**src/rtl/stage4_mem_pkg.sv**
```systemverilog
// Shared types and helpers for the memory-access pipeline stage.
// Holds the mem-op encoding, FSM state type, size codes and the NaN-box constant.
package stage4_mem_pkg;

    // type_op_mem_ex layout: [4] mem valid, [3] store, [2:0] size/sign code
    typedef struct packed {
        logic       valid;
        logic       store;
        logic [2:0] size;
    } mem_op_t;

    localparam logic [2:0] SzB  = 3'b000;
    localparam logic [2:0] SzH  = 3'b001;
    localparam logic [2:0] SzW  = 3'b010;
    localparam logic [2:0] SzD  = 3'b011;
    localparam logic [2:0] SzBu = 3'b100;
    localparam logic [2:0] SzHu = 3'b101;
    localparam logic [2:0] SzWu = 3'b110;

    typedef enum logic [1:0] {
        StIdle,
        StReq,
        StWait
    } mem_state_t;

    localparam logic [31:0] NanBoxHi = 32'hFFFF_FFFF;

    // Address bits that must be zero for a naturally aligned access of this size.
    function automatic logic [2:0] align_mask(input logic [2:0] size);
        case (size)
            SzH, SzHu: align_mask = 3'b001;
            SzW, SzWu: align_mask = 3'b011;
            SzD:       align_mask = 3'b111;
            default:   align_mask = 3'b000;
        endcase
    endfunction

    function automatic logic [7:0] size_strobe(input logic [2:0] size);
        case (size)
            SzH, SzHu: size_strobe = 8'h03;
            SzW, SzWu: size_strobe = 8'h0F;
            SzD:       size_strobe = 8'hFF;
            default:   size_strobe = 8'h01;
        endcase
    endfunction

endpackage

```
**src/rtl/stage4_mem_if.sv**
```systemverilog
// Data-memory bus: valid/ready request channel plus a valid-only response channel.
// The pipeline stage drives the master side; the memory model/controller is the slave.
interface stage4_mem_if #(
    parameter int unsigned XLEN   = 64,
    parameter int unsigned ADDR_W = 48
);
    logic              req_valid;
    logic              req_ready;
    logic              req_we;
    logic [ADDR_W-1:0] req_addr;
    logic [XLEN-1:0]   req_wdata;
    logic [7:0]        req_wstrb;
    logic              rsp_valid;
    logic [XLEN-1:0]   rsp_rdata;

    modport master (
        output req_valid, req_we, req_addr, req_wdata, req_wstrb,
        input  req_ready, rsp_valid, rsp_rdata
    );

    modport slave (
        input  req_valid, req_we, req_addr, req_wdata, req_wstrb,
        output req_ready, rsp_valid, rsp_rdata
    );
endinterface

```
**src/rtl/stage4_mem_align.sv**
```systemverilog
// Combinational lane logic: store data/strobe placement and load extract, extend, NaN-box.
// Offset is assumed already aligned to the access size by the caller.
module stage4_mem_align
    import stage4_mem_pkg::*;
#(
    parameter int unsigned XLEN = 64
) (
    input  logic [2:0]      size_i,
    input  logic [2:0]      offset_i,
    input  logic            fp_i,
    input  logic [XLEN-1:0] st_data_i,
    input  logic [XLEN-1:0] rdata_i,
    output logic [XLEN-1:0] wdata_o,
    output logic [7:0]      wstrb_o,
    output logic [XLEN-1:0] ld_data_o
);

    logic [5:0]      bit_sh;
    logic [XLEN-1:0] sh;

    assign bit_sh = {offset_i, 3'b000};

    always_comb begin
        wdata_o   = st_data_i << bit_sh;
        wstrb_o   = size_strobe(size_i) << offset_i;
        sh        = rdata_i >> bit_sh;
        ld_data_o = sh;
        case (size_i)
            SzB:  ld_data_o = {{(XLEN-8){sh[7]}}, sh[7:0]};
            SzH:  ld_data_o = {{(XLEN-16){sh[15]}}, sh[15:0]};
            SzW: begin
                // Single-precision values in the FP file are NaN-boxed.
                if (fp_i) ld_data_o = {NanBoxHi, sh[31:0]};
                else      ld_data_o = {{(XLEN-32){sh[31]}}, sh[31:0]};
            end
            SzBu: ld_data_o = {{(XLEN-8){1'b0}}, sh[7:0]};
            SzHu: ld_data_o = {{(XLEN-16){1'b0}}, sh[15:0]};
            SzWu: ld_data_o = {{(XLEN-32){1'b0}}, sh[31:0]};
            default: ld_data_o = sh;
        endcase
    end

endmodule

```
**src/rtl/stage4_mem.sv**
```systemverilog
// Memory-access stage: issues loads/stores on the dmem bus and registers MEM results.
// Optional macro STAGE4_MISALIGN_TRAP_EN traps misaligned accesses instead of force-aligning.
module stage4_mem
    import stage4_mem_pkg::*;
#(
    parameter int unsigned XLEN        = 64,
    parameter int unsigned ADDR_W      = 48,
    parameter int unsigned TIMEOUT_CYC = 255
) (
    input  logic              clk,
    input  logic              reset,
    input  logic [4:0]        rd_ex,
    input  logic [XLEN-1:0]   op_ex,
    input  logic              we_rd_ex,
    input  logic [ADDR_W-1:0] mem_addr_ex,
    input  logic              reg_type_ex,
    input  logic [4:0]        type_op_mem_ex,
    input  logic              trap_if_dec_ex,
    input  logic              trap_dec_ex,
    input  logic              trap_ex,
    output logic              stall_mem,
    stage4_mem_if.master      dmem,
    output logic [4:0]        rd_mem,
    output logic [XLEN-1:0]   op_mem,
    output logic              we_rd_mem,
    output logic              reg_type_mem,
    output logic              trap_if_dec_mem,
    output logic              trap_dec_mem,
    output logic              trap_ex_mem,
    output logic              trap_mem
);

    localparam logic [7:0] TmoLast = 8'(TIMEOUT_CYC - 1);

    mem_state_t        state_q, state_d;
    logic [7:0]        cnt_q, cnt_d;
    mem_op_t           op_fields;
    logic              is_mem, mis_trap, start, timeout;
    logic [ADDR_W-1:0] eff_addr;
    logic              req_valid, store_done, load_done, tmo;
    logic [XLEN-1:0]   ld_data, st_wdata;
    logic [7:0]        st_wstrb;

    logic [4:0]        rd_mem_q, rd_mem_d;
    logic [XLEN-1:0]   op_mem_q, op_mem_d;
    logic              we_rd_mem_q, we_rd_mem_d;
    logic              reg_type_mem_q, reg_type_mem_d;
    logic              trap_if_dec_mem_q, trap_if_dec_mem_d;
    logic              trap_dec_mem_q, trap_dec_mem_d;
    logic              trap_ex_mem_q, trap_ex_mem_d;
    logic              trap_mem_q, trap_mem_d;

    always_comb begin
        op_fields = mem_op_t'(type_op_mem_ex);
        // Upstream traps kill the access; the instruction just flows through.
        is_mem    = op_fields.valid & ~(trap_if_dec_ex | trap_dec_ex | trap_ex);
`ifdef STAGE4_MISALIGN_TRAP_EN
        mis_trap  = is_mem & (|(mem_addr_ex[2:0] & align_mask(op_fields.size)));
        eff_addr  = mem_addr_ex;
`else
        mis_trap  = 1'b0;
        eff_addr  = {mem_addr_ex[ADDR_W-1:3], mem_addr_ex[2:0] & ~align_mask(op_fields.size)};
`endif
        start     = is_mem & ~mis_trap;
    end

    assign timeout = (state_q != StIdle) && (cnt_q == TmoLast);

    // IDLE behaves as REQ in the cycle a mem op arrives, so a ready slave
    // can accept a store with no stall at all.
    always_comb begin
        state_d    = state_q;
        req_valid  = 1'b0;
        stall_mem  = 1'b0;
        store_done = 1'b0;
        load_done  = 1'b0;
        tmo        = 1'b0;
        unique case (state_q)
            StIdle: begin
                if (start) begin
                    req_valid = 1'b1;
                    if (dmem.req_ready) begin
                        if (op_fields.store) begin
                            store_done = 1'b1;
                        end else begin
                            state_d   = StWait;
                            stall_mem = 1'b1;
                        end
                    end else begin
                        state_d   = StReq;
                        stall_mem = 1'b1;
                    end
                end
            end
            StReq: begin
                if (timeout) begin
                    tmo     = 1'b1;
                    state_d = StIdle;
                end else begin
                    req_valid = 1'b1;
                    if (dmem.req_ready) begin
                        if (op_fields.store) begin
                            store_done = 1'b1;
                            state_d    = StIdle;
                        end else begin
                            state_d   = StWait;
                            stall_mem = 1'b1;
                        end
                    end else begin
                        stall_mem = 1'b1;
                    end
                end
            end
            StWait: begin
                if (dmem.rsp_valid) begin
                    load_done = 1'b1;
                    state_d   = StIdle;
                end else if (timeout) begin
                    tmo     = 1'b1;
                    state_d = StIdle;
                end else begin
                    stall_mem = 1'b1;
                end
            end
            default: state_d = StIdle;
        endcase

        if (state_d == StIdle)      cnt_d = '0;
        else if (state_q == StIdle) cnt_d = 8'd1;
        else                        cnt_d = cnt_q + 8'd1;
    end

    stage4_mem_align #(
        .XLEN(XLEN)
    ) u_align (
        .size_i   (op_fields.size),
        .offset_i (eff_addr[2:0]),
        .fp_i     (reg_type_ex),
        .st_data_i(op_ex),
        .rdata_i  (dmem.rsp_rdata),
        .wdata_o  (st_wdata),
        .wstrb_o  (st_wstrb),
        .ld_data_o(ld_data)
    );

    assign dmem.req_valid = req_valid;
    assign dmem.req_we    = op_fields.store;
    assign dmem.req_addr  = {eff_addr[ADDR_W-1:3], 3'b000};
    assign dmem.req_wdata = st_wdata;
    assign dmem.req_wstrb = st_wstrb;

    always_comb begin
        rd_mem_d          = rd_ex;
        op_mem_d          = op_ex;
        we_rd_mem_d       = we_rd_ex;
        reg_type_mem_d    = reg_type_ex;
        trap_if_dec_mem_d = trap_if_dec_ex;
        trap_dec_mem_d    = trap_dec_ex;
        trap_ex_mem_d     = trap_ex;
        trap_mem_d        = 1'b0;
        // Bubble while stalled; stores and local traps write nothing back.
        if (stall_mem || tmo || mis_trap || store_done) begin
            rd_mem_d          = '0;
            op_mem_d          = '0;
            we_rd_mem_d       = 1'b0;
            reg_type_mem_d    = 1'b0;
            trap_if_dec_mem_d = 1'b0;
            trap_dec_mem_d    = 1'b0;
            trap_ex_mem_d     = 1'b0;
            trap_mem_d        = ~stall_mem & (tmo | mis_trap);
        end else if (load_done) begin
            op_mem_d = ld_data;
        end
    end

    always_ff @(posedge clk) begin
        if (reset) begin
            state_q           <= StIdle;
            cnt_q             <= '0;
            rd_mem_q          <= '0;
            op_mem_q          <= '0;
            we_rd_mem_q       <= 1'b0;
            reg_type_mem_q    <= 1'b0;
            trap_if_dec_mem_q <= 1'b0;
            trap_dec_mem_q    <= 1'b0;
            trap_ex_mem_q     <= 1'b0;
            trap_mem_q        <= 1'b0;
        end else begin
            state_q           <= state_d;
            cnt_q             <= cnt_d;
            rd_mem_q          <= rd_mem_d;
            op_mem_q          <= op_mem_d;
            we_rd_mem_q       <= we_rd_mem_d;
            reg_type_mem_q    <= reg_type_mem_d;
            trap_if_dec_mem_q <= trap_if_dec_mem_d;
            trap_dec_mem_q    <= trap_dec_mem_d;
            trap_ex_mem_q     <= trap_ex_mem_d;
            trap_mem_q        <= trap_mem_d;
        end
    end

    assign rd_mem          = rd_mem_q;
    assign op_mem          = op_mem_q;
    assign we_rd_mem       = we_rd_mem_q;
    assign reg_type_mem    = reg_type_mem_q;
    assign trap_if_dec_mem = trap_if_dec_mem_q;
    assign trap_dec_mem    = trap_dec_mem_q;
    assign trap_ex_mem     = trap_ex_mem_q;
    assign trap_mem        = trap_mem_q;

endmodule
```
**src/flat_wrapper.sv**
```systemverilog
// flat-port wrapper written by rule: the top's interface ports become plain ports
module stage4_mem_flat import stage4_mem_pkg::*;
#(
    parameter int unsigned XLEN        = 64,
    parameter int unsigned ADDR_W      = 48,
    parameter int unsigned TIMEOUT_CYC = 255
)
  (clk, reset, rd_ex, op_ex, we_rd_ex, mem_addr_ex, reg_type_ex, type_op_mem_ex, trap_if_dec_ex, trap_dec_ex, trap_ex, stall_mem, rd_mem, op_mem, we_rd_mem, reg_type_mem, trap_if_dec_mem, trap_dec_mem, trap_ex_mem, trap_mem, dmem_req_valid, dmem_req_we, dmem_req_addr, dmem_req_wdata, dmem_req_wstrb, dmem_req_ready, dmem_rsp_valid, dmem_rsp_rdata);
  stage4_mem_if #(.XLEN(XLEN), .ADDR_W(ADDR_W)) dmem_i ();
  input  logic clk;
  input  logic reset;
  input  logic [4:0] rd_ex;
  input  logic [XLEN-1:0] op_ex;
  input  logic we_rd_ex;
  input  logic [ADDR_W-1:0] mem_addr_ex;
  input  logic reg_type_ex;
  input  logic [4:0] type_op_mem_ex;
  input  logic trap_if_dec_ex;
  input  logic trap_dec_ex;
  input  logic trap_ex;
  output logic stall_mem;
  output logic [4:0] rd_mem;
  output logic [XLEN-1:0] op_mem;
  output logic we_rd_mem;
  output logic reg_type_mem;
  output logic trap_if_dec_mem;
  output logic trap_dec_mem;
  output logic trap_ex_mem;
  output logic trap_mem;
  output wire logic [$bits(dmem_i.req_valid)-1:0] dmem_req_valid;
  output wire logic [$bits(dmem_i.req_we)-1:0] dmem_req_we;
  output wire logic [$bits(dmem_i.req_addr)-1:0] dmem_req_addr;
  output wire logic [$bits(dmem_i.req_wdata)-1:0] dmem_req_wdata;
  output wire logic [$bits(dmem_i.req_wstrb)-1:0] dmem_req_wstrb;
  input wire logic [$bits(dmem_i.req_ready)-1:0] dmem_req_ready;
  input wire logic [$bits(dmem_i.rsp_valid)-1:0] dmem_rsp_valid;
  input wire logic [$bits(dmem_i.rsp_rdata)-1:0] dmem_rsp_rdata;
  assign dmem_req_valid = dmem_i.req_valid;
  assign dmem_req_we = dmem_i.req_we;
  assign dmem_req_addr = dmem_i.req_addr;
  assign dmem_req_wdata = dmem_i.req_wdata;
  assign dmem_req_wstrb = dmem_i.req_wstrb;
  assign dmem_i.req_ready = dmem_req_ready;
  assign dmem_i.rsp_valid = dmem_rsp_valid;
  assign dmem_i.rsp_rdata = dmem_rsp_rdata;
  stage4_mem #(.XLEN(XLEN), .ADDR_W(ADDR_W), .TIMEOUT_CYC(TIMEOUT_CYC)) u_core (.clk(clk), .reset(reset), .rd_ex(rd_ex), .op_ex(op_ex), .we_rd_ex(we_rd_ex), .mem_addr_ex(mem_addr_ex), .reg_type_ex(reg_type_ex), .type_op_mem_ex(type_op_mem_ex), .trap_if_dec_ex(trap_if_dec_ex), .trap_dec_ex(trap_dec_ex), .trap_ex(trap_ex), .stall_mem(stall_mem), .dmem(dmem_i), .rd_mem(rd_mem), .op_mem(op_mem), .we_rd_mem(we_rd_mem), .reg_type_mem(reg_type_mem), .trap_if_dec_mem(trap_if_dec_mem), .trap_dec_mem(trap_dec_mem), .trap_ex_mem(trap_ex_mem), .trap_mem(trap_mem));
endmodule
```
**config.mk**
```make
export PLATFORM = sky130hd
export DESIGN_NAME = stage4_mem_flat
export DESIGN_NICKNAME = d
export VERILOG_FILES = /design/src/rtl/stage4_mem_pkg.sv /design/src/rtl/stage4_mem_if.sv /design/src/rtl/stage4_mem_align.sv /design/src/rtl/stage4_mem.sv /design/src/flat_wrapper.sv
export SDC_FILE = /design/constraint.sdc
export NUM_CORES = 1
export LEC_CHECK = 0
export BUFFER_PORTS_ARGS = -buffer_cell sky130_fd_sc_hd__buf_2
export CAP_MARGIN = 20
export CORE_AREA = 2 2 154 156
export DETAILED_ROUTE_END_ITERATION = 12
export DIE_AREA = 0 0 156 158
export PLACE_DENSITY = 0.68
export SLEW_MARGIN = 20
export SYNTH_ARGS = -nofsm -noshare
export SYNTH_HDL_FRONTEND = slang
export SYNTH_HIERARCHICAL = 1
export SYNTH_SLANG_ARGS = --single-unit
```
**constraint.sdc**
```tcl
create_clock -name clk -period 5.4 [get_ports clk]
set_input_delay 0.27 -clock clk [delete_from_list [all_inputs] [get_ports clk]]
set_output_delay 0.27 -clock clk [all_outputs]
set_load 0.02 [all_outputs]
```
Word level (Yosys, flattened, before mapping)
Cells that the tools add are included.

Bits in registers: 85. Input port bits: 195. Output and inout bits: 198. Logic and storage cells: 80.

$add $sub $neg: 1. Eq/ne operators: 9. Shifts and indexed selects: 3. Multiplexer cells: 34. Bitwise logic cells: 9. Reduce and logical (&&, ||, !) cells: 13.

Operators with widths (count): $pmux 64 s6 (1); $mux 64 (2); $shl 64x6->64 (1); $shr 64x6->64 (1); $pmux 8 s3 (1); $mux 1 (16); $mux 2 (8); $reduce_or 2->1 (5); $eq 3x3->1 const B (3); $pmux 3 s3 (1); $add 8x1->8 const B (1); $eq 8x8->1 const B (1); $shl 8x3->8 (1); $eq 3x2->1 const B (2); $pmux 1 s2 (3); $pmux 2 s3 (1); $logic_not 2->1 (2); $and 3x3->3 (1); $eq 3x1->1 const B (1); $logic_not 3->1 (1); $not 1->1 (3); $not 3->3 (1); $pmux 1 s3 (1); $reduce_or 3->1 (1); other kinds (7) (10).

Depth between registers and ports, before layout
Depth in word-level cells: 10. Depth in mapped cells: 12. Depth with buffers taken out: 9.

Hierarchy
The synthesis kept the hierarchy.

Modules (own cells, without submodules): stage4_mem_align (instances 1, cells an instance 560, area an instance 4149.0 µm², sequential area each 0.0 µm²); stage4_mem (instances 1, cells an instance 391, area an instance 4103.9 µm², sequential area each 1701.6 µm²).

Worst setup path before layout
OpenSTA, ideal clock, no wires.

Kind: input-to-output. From: input type_op_mem_ex[0]. To: output dmem_req_wdata[48]. Data arrival time: 2.126 ns. Data required time: 5.130 ns. Path slack: 3.004 ns. Stages on the path: 10. Path buffers: 4. Path through: nand2_1 -> a21boi_0 -> buf_6 -> buf_4 -> buf_6 -> buf_4 -> mux2i_1 -> nand2_1 -> o21ai_0 -> o21ai_0.

Longest elaborated chain between the ends: 6. Elaborated cells between the ends (all ways): 11. Classes of those cells: 5 x eq/ne; 1 x shift; 1 x mux; 2 x bitwise; 2 x reduce/logical.

Ends and longest elaborated chain: start: declaration (line flat_wrapper.sv:17) `input logic [4:0] type_op_mem_ex;`; $eq 3x2->1 (tied with other cells) (line stage4_mem_pkg.sv:30) `case (size)`; $reduce_or 2->1 (line stage4_mem_pkg.sv:30); $pmux 3 s3 (*) (line stage4_mem_pkg.sv:30); $not 3->3 (*) (line stage4_mem.sv:62) `eff_addr = {mem_addr_ex[ADDR_W-1:3], mem_addr_ex[2:0] & ~align_mask(op_fields.size)};`; $and 3x3->3 (*) (line stage4_mem.sv:62); via u_core.eff_addr[1] (line stage4_mem.sv:39) `logic [ADDR_W-1:0] eff_addr;`; $shl 64x6->64 (*) (line stage4_mem_align.sv:24) `wdata_o = st_data_i << bit_sh;`; end: declaration (line flat_wrapper.sv:33) `output wire logic [$bits(dmem_i.req_wdata)-1:0] dmem_req_wdata;`.

The timed path passes the listed nets; every way through them passes the cells marked *.

Worst setup path in the final report
From: input type_op_mem_ex[1]. To: output dmem_req_wdata[53].

Same word-level chain as after synthesis.

==> out/summary.md <==
The fraction of power spent switching nets is 0.381. Startpoint of the lowest-slack register-to-register path: u_core/state_q[0]. Based on the critical path, the design can be clocked at up to 0.277 GHz. The flow ran to the end, and the final reports show no timing, DRC or antenna violations.

TritonCTS built the clock tree. Dividing the detail-routed wire length by the instance count gives 24.7 um. Area fraction in and, or, nand and nor cells after synthesis: 0.247. The total power per unit cell area is 235 mW/mm^2, and the maximum fanout count along the critical path is 52.

The run gives 350 ps as the insertion delay to the later sink of the worst-skew pair. For this block, the initial DRC count from the detailed router was 1,131. Setup repair after global routing left no endpoint under its margin.

The worst setup path is launched from an input pin. The critical path starts at type_op_mem_ex[1]. For the worst setup path, the data required time is 5130 ps. The logs give 2.28 mW for the total power and 0 for the final number of max-transition violations. Across all register-to-register paths, the minimum setup slack is 2140 ps.

For the sequential share of the synthesized area, the log shows 0.206. On the worst path, the slowest cell contributes a delay of 870 ps. Across the routed clock network, the largest skew measured is 12.1 ps. The total I/O pin count came out at 393. The sequential cell fraction of total power is 0.300, and the fraction of final layout cells with drive strength greater than 1 is 0.405. The vias per cell was 5.93.

The clock share of power was 0.314; the fraction of synthesized area in multiplexers was 0.298. The number of synthesized register bits is 85, and the first-pass GRT wire length is 50,600 um. The run gives 1,343 as the number of nets in the final layout. For this design, the slowest cell found on the critical path is sky130_fd_sc_hd__nor2b_1. Counting tap cells, the placed design contains a total of 1,421 instances. After synthesis the cells add up to 0.00825 sq mm.

The final critical-path required period came out at 3610 ps. The initial antenna violation count was 5; the post-route fraction of the period consumed by the critical path was 0.669. The prevailing post-synth register cell was sky130_fd_sc_hd__dfxtp_1.

For the worst flop-to-flop path, the logic depth is 6. Once detail routing completed, the nets flagged for antenna violations numbered 0. The total grt overflow was 0. The critical path ends at dmem_req_wdata[53]. The initialized floorplan defines 56 standard-cell rows. The number of cells produced by synthesis is 951. The die area was 0.0246 sq mm; the horizontal die dimension was 156 um. The fraction of synthesis flops using an asynchronous set or reset pin is 0, and the total clock sinks is 85.

The tools report the via count of the first global-routing pass as 8,011. The tools report the number of cells in the finished layout apart from fillers as 1,442. Sorting the synthesized cells by area gives the leading types as sky130_fd_sc_hd__dfxtp_1 21%, sky130_fd_sc_hd__mux2i_1 16%, sky130_fd_sc_hd__mux4_2 9.8%. Entering global routing, the biggest net connects 80 pins.

Internal power comes to 1.41 mW. The cell sitting at the root of the clock tree is a sky130_fd_sc_hd__clkbuf_16. The region available for standard cell placement spans 0.0231 sq mm. The critical path goes through buf_2, a21boi_4, buf_4, nor2b_1, buf_4, a21oi_1, o21ai_0, buf_2.

The logs give 0.278 for the total routing resource utilization after global routing and 0 ps for the setup total negative slack. The worst hold path passes through 3 cells. Data arrives at the worst endpoint at 3340 ps. The run gives 3 as the H-tree depth. The category of the worst setup path capture point was an output pin.

The arithmetic-cell share of the synthesized area counting full adders, half adders and majority gates is 0.00910, and the average footprint of a synthesized cell is 8.68 sq um. Max-cap violations in this run came to 0. The number of enable flip-flop cells after synthesis is 0, and the area share of the largest cell type after synthesis is 0.206. The run gives 0 as the number of remaining DRC errors. Detailed placement ended at an HPWL of 28,000 um. Measured along the y axis, the die boundary spans 158 um. For the combinational power share, the log shows 0.386. By area, the combinational part of the netlist is dominated by multiplexers. For the first-pass iteration count of the detailed router, the log shows 6.

Category of the most critical setup path: in2out. The total of buffers placed on input and output ports came out at 299. Routability-driven placement finished with a final weighted congestion of 0.992. The post-synthesis share of cell area spent on xor and xnor gates is 0.00637, and the distinct cell type count of the synthesized netlist is 63. The complex-gate fraction of the synthesized area is 0.113. In the layout the commonest cells are 299 x sky130_fd_sc_hd__buf_2, 131 x sky130_fd_sc_hd__mux2i_1, 107 x sky130_fd_sc_hd__nand2_1, 85 x sky130_fd_sc_hd__dfxtp_1, 75 x sky130_fd_sc_hd__nor2_1.

The area growth from synthesis to layout is 17.5%. The largest total area in the synthesized netlist belongs to sky130_fd_sc_hd__dfxtp_1. Total via count in the routed design: 8,550. Summed over all layers, the routed wires come to 35,600 um.

The tools report the maximum vdd ir drop as 0.156 mV. The run gives 0 as the setup fix buffers added after clock tree synthesis. The Yosys step of the flow raised 6 warnings. For the post-placement setup slack, the log shows 1840 ps. After clock tree synthesis, the clock-pin slew on the worst setup and hold paths is 70 ps.

The analysis attributes to net switching a power of 0.868 mW. The final hold violation count is 0. For the worst setup slack after layout, the log shows 1790 ps. The path type of the worst min-delay path is in2reg. The logs give 0 for the post-cts sizing count and 0 for the total of endpoints with negative setup slack in the final report.

The post-cts hold buffer count was 0. The run gives 4.82 nW as the leakage power of the design. The logs give 0.274 for the relative slew slack and 2 for the number of buffers between clock root and the deepest sink.

Leaving out fill and tap cells, the most frequent cell in the layout is sky130_fd_sc_hd__buf_2. The transition at the pin with the smallest max-transition slack came out at 1090 ps. Clock tree synthesis inserted a total of 9 buffers. The run gives 0.358 as the initial cell density of the core.

Worst flop-to-flop path endpoint: u_core/op_mem[14].
## Yosys cell counts (all sizes together) (2+ instances only)
cell type  instances
dfxtp             85
nand3             33
nor3              69
mux2              30
and2              17
o22ai              5
nor3b              2
a21o               2
mux2i            131
nor2              76
buf              124
a22o              15
ha                 6
o21ai             43
inv                9
o2111ai            2
a21oi             30
and3b              2
a32o               2
a21boi             3
xor2               3
nand2b             4
a31oi              2
clkbuf            15
and2b              2
nand4b             2
a22oi              2
nor2b             11
xnor2              3
nand4             35
mux4              36
o2bb2ai           10
nand2            109
o32ai              4
o211ai            11
## state kept, by name (all words and copies together) (netlist names), 2 cells and up
name / cells
u_core/cnt_q: 8
u_core/op_mem: 64
u_core/rd_mem: 5
u_core/state_q: 2
## critical path, delay by kind of cell
family | cells | cell delay (ps)
buf+inv | 4 | 1440
simple gates | 1 | 870
compound gates | 3 | 740
## area by class of cell
cell class	count	area [sq um]
Tap cell	290	363
Antenna cell	5	12.5
Inverter	9	33.8
Clock inverter	6	100
Fill cell	2341	13400
Multi-Input combinational cell	720	5600
Timing Repair Buffer	317	1640
Clock buffer	10	239
Sequential cell	85	1700
## worst min-delay path by stage
stage / from / to
detailed placement: rd_ex[3] / u_core/rd_mem[3]
global placement: rd_ex[3] / u_core/rd_mem[3]
finish: rd_ex[3] / u_core/rd_mem[3]
global route: rd_ex[0] / u_core/rd_mem[0]
CTS: rd_ex[3] / u_core/rd_mem[3]
floorplan: rd_ex[0] / u_core/rd_mem[0]
## power by group through the flow
stage	clock network (mW)	logic, mW	registers [mW]
2_1_floorplan	0	0.555	0.737
3_3_place_gp	0	0.858	0.698
3_5_place_dp	0	0.862	0.697
4_1_cts	0.724	0.865	0.683
5_1_grt	0.746	0.931	0.685
6_report	0.716	0.880	0.683
## per-layer routing
metal  track usage  share of wire  vias to the layer above
met5             0              0                        -
met4         0.142          0.051                        0
met3        0.0545          0.089                      103
met2         0.445           0.46                      613
met1         0.357           0.40                     4041
li1              -              -                     3793
## cells by family (layout without fill, tap and decap cells)
group,Yosys count,in the layout
AO/OA/AOI/OAI,140,140
XOR/XNOR,6,6
adder cells (fa/ha/maj),6,6
buffers and inverters,148,342
flip-flops,85,85
multiplexers,197,197
other,1,8
AND/OR/NAND/NOR,368,368
## stage by stage
step	area, sq um	utilization	hold slack [ps]
after floorplan	8260	-	396
after global placement	9340	0.405	503
after detailed placement	9340	0.405	509
after CTS	9680	0.420	135
after global routing	9690	0.420	153
final	9700	0.421	144
(Power assumes the default switching activity.)
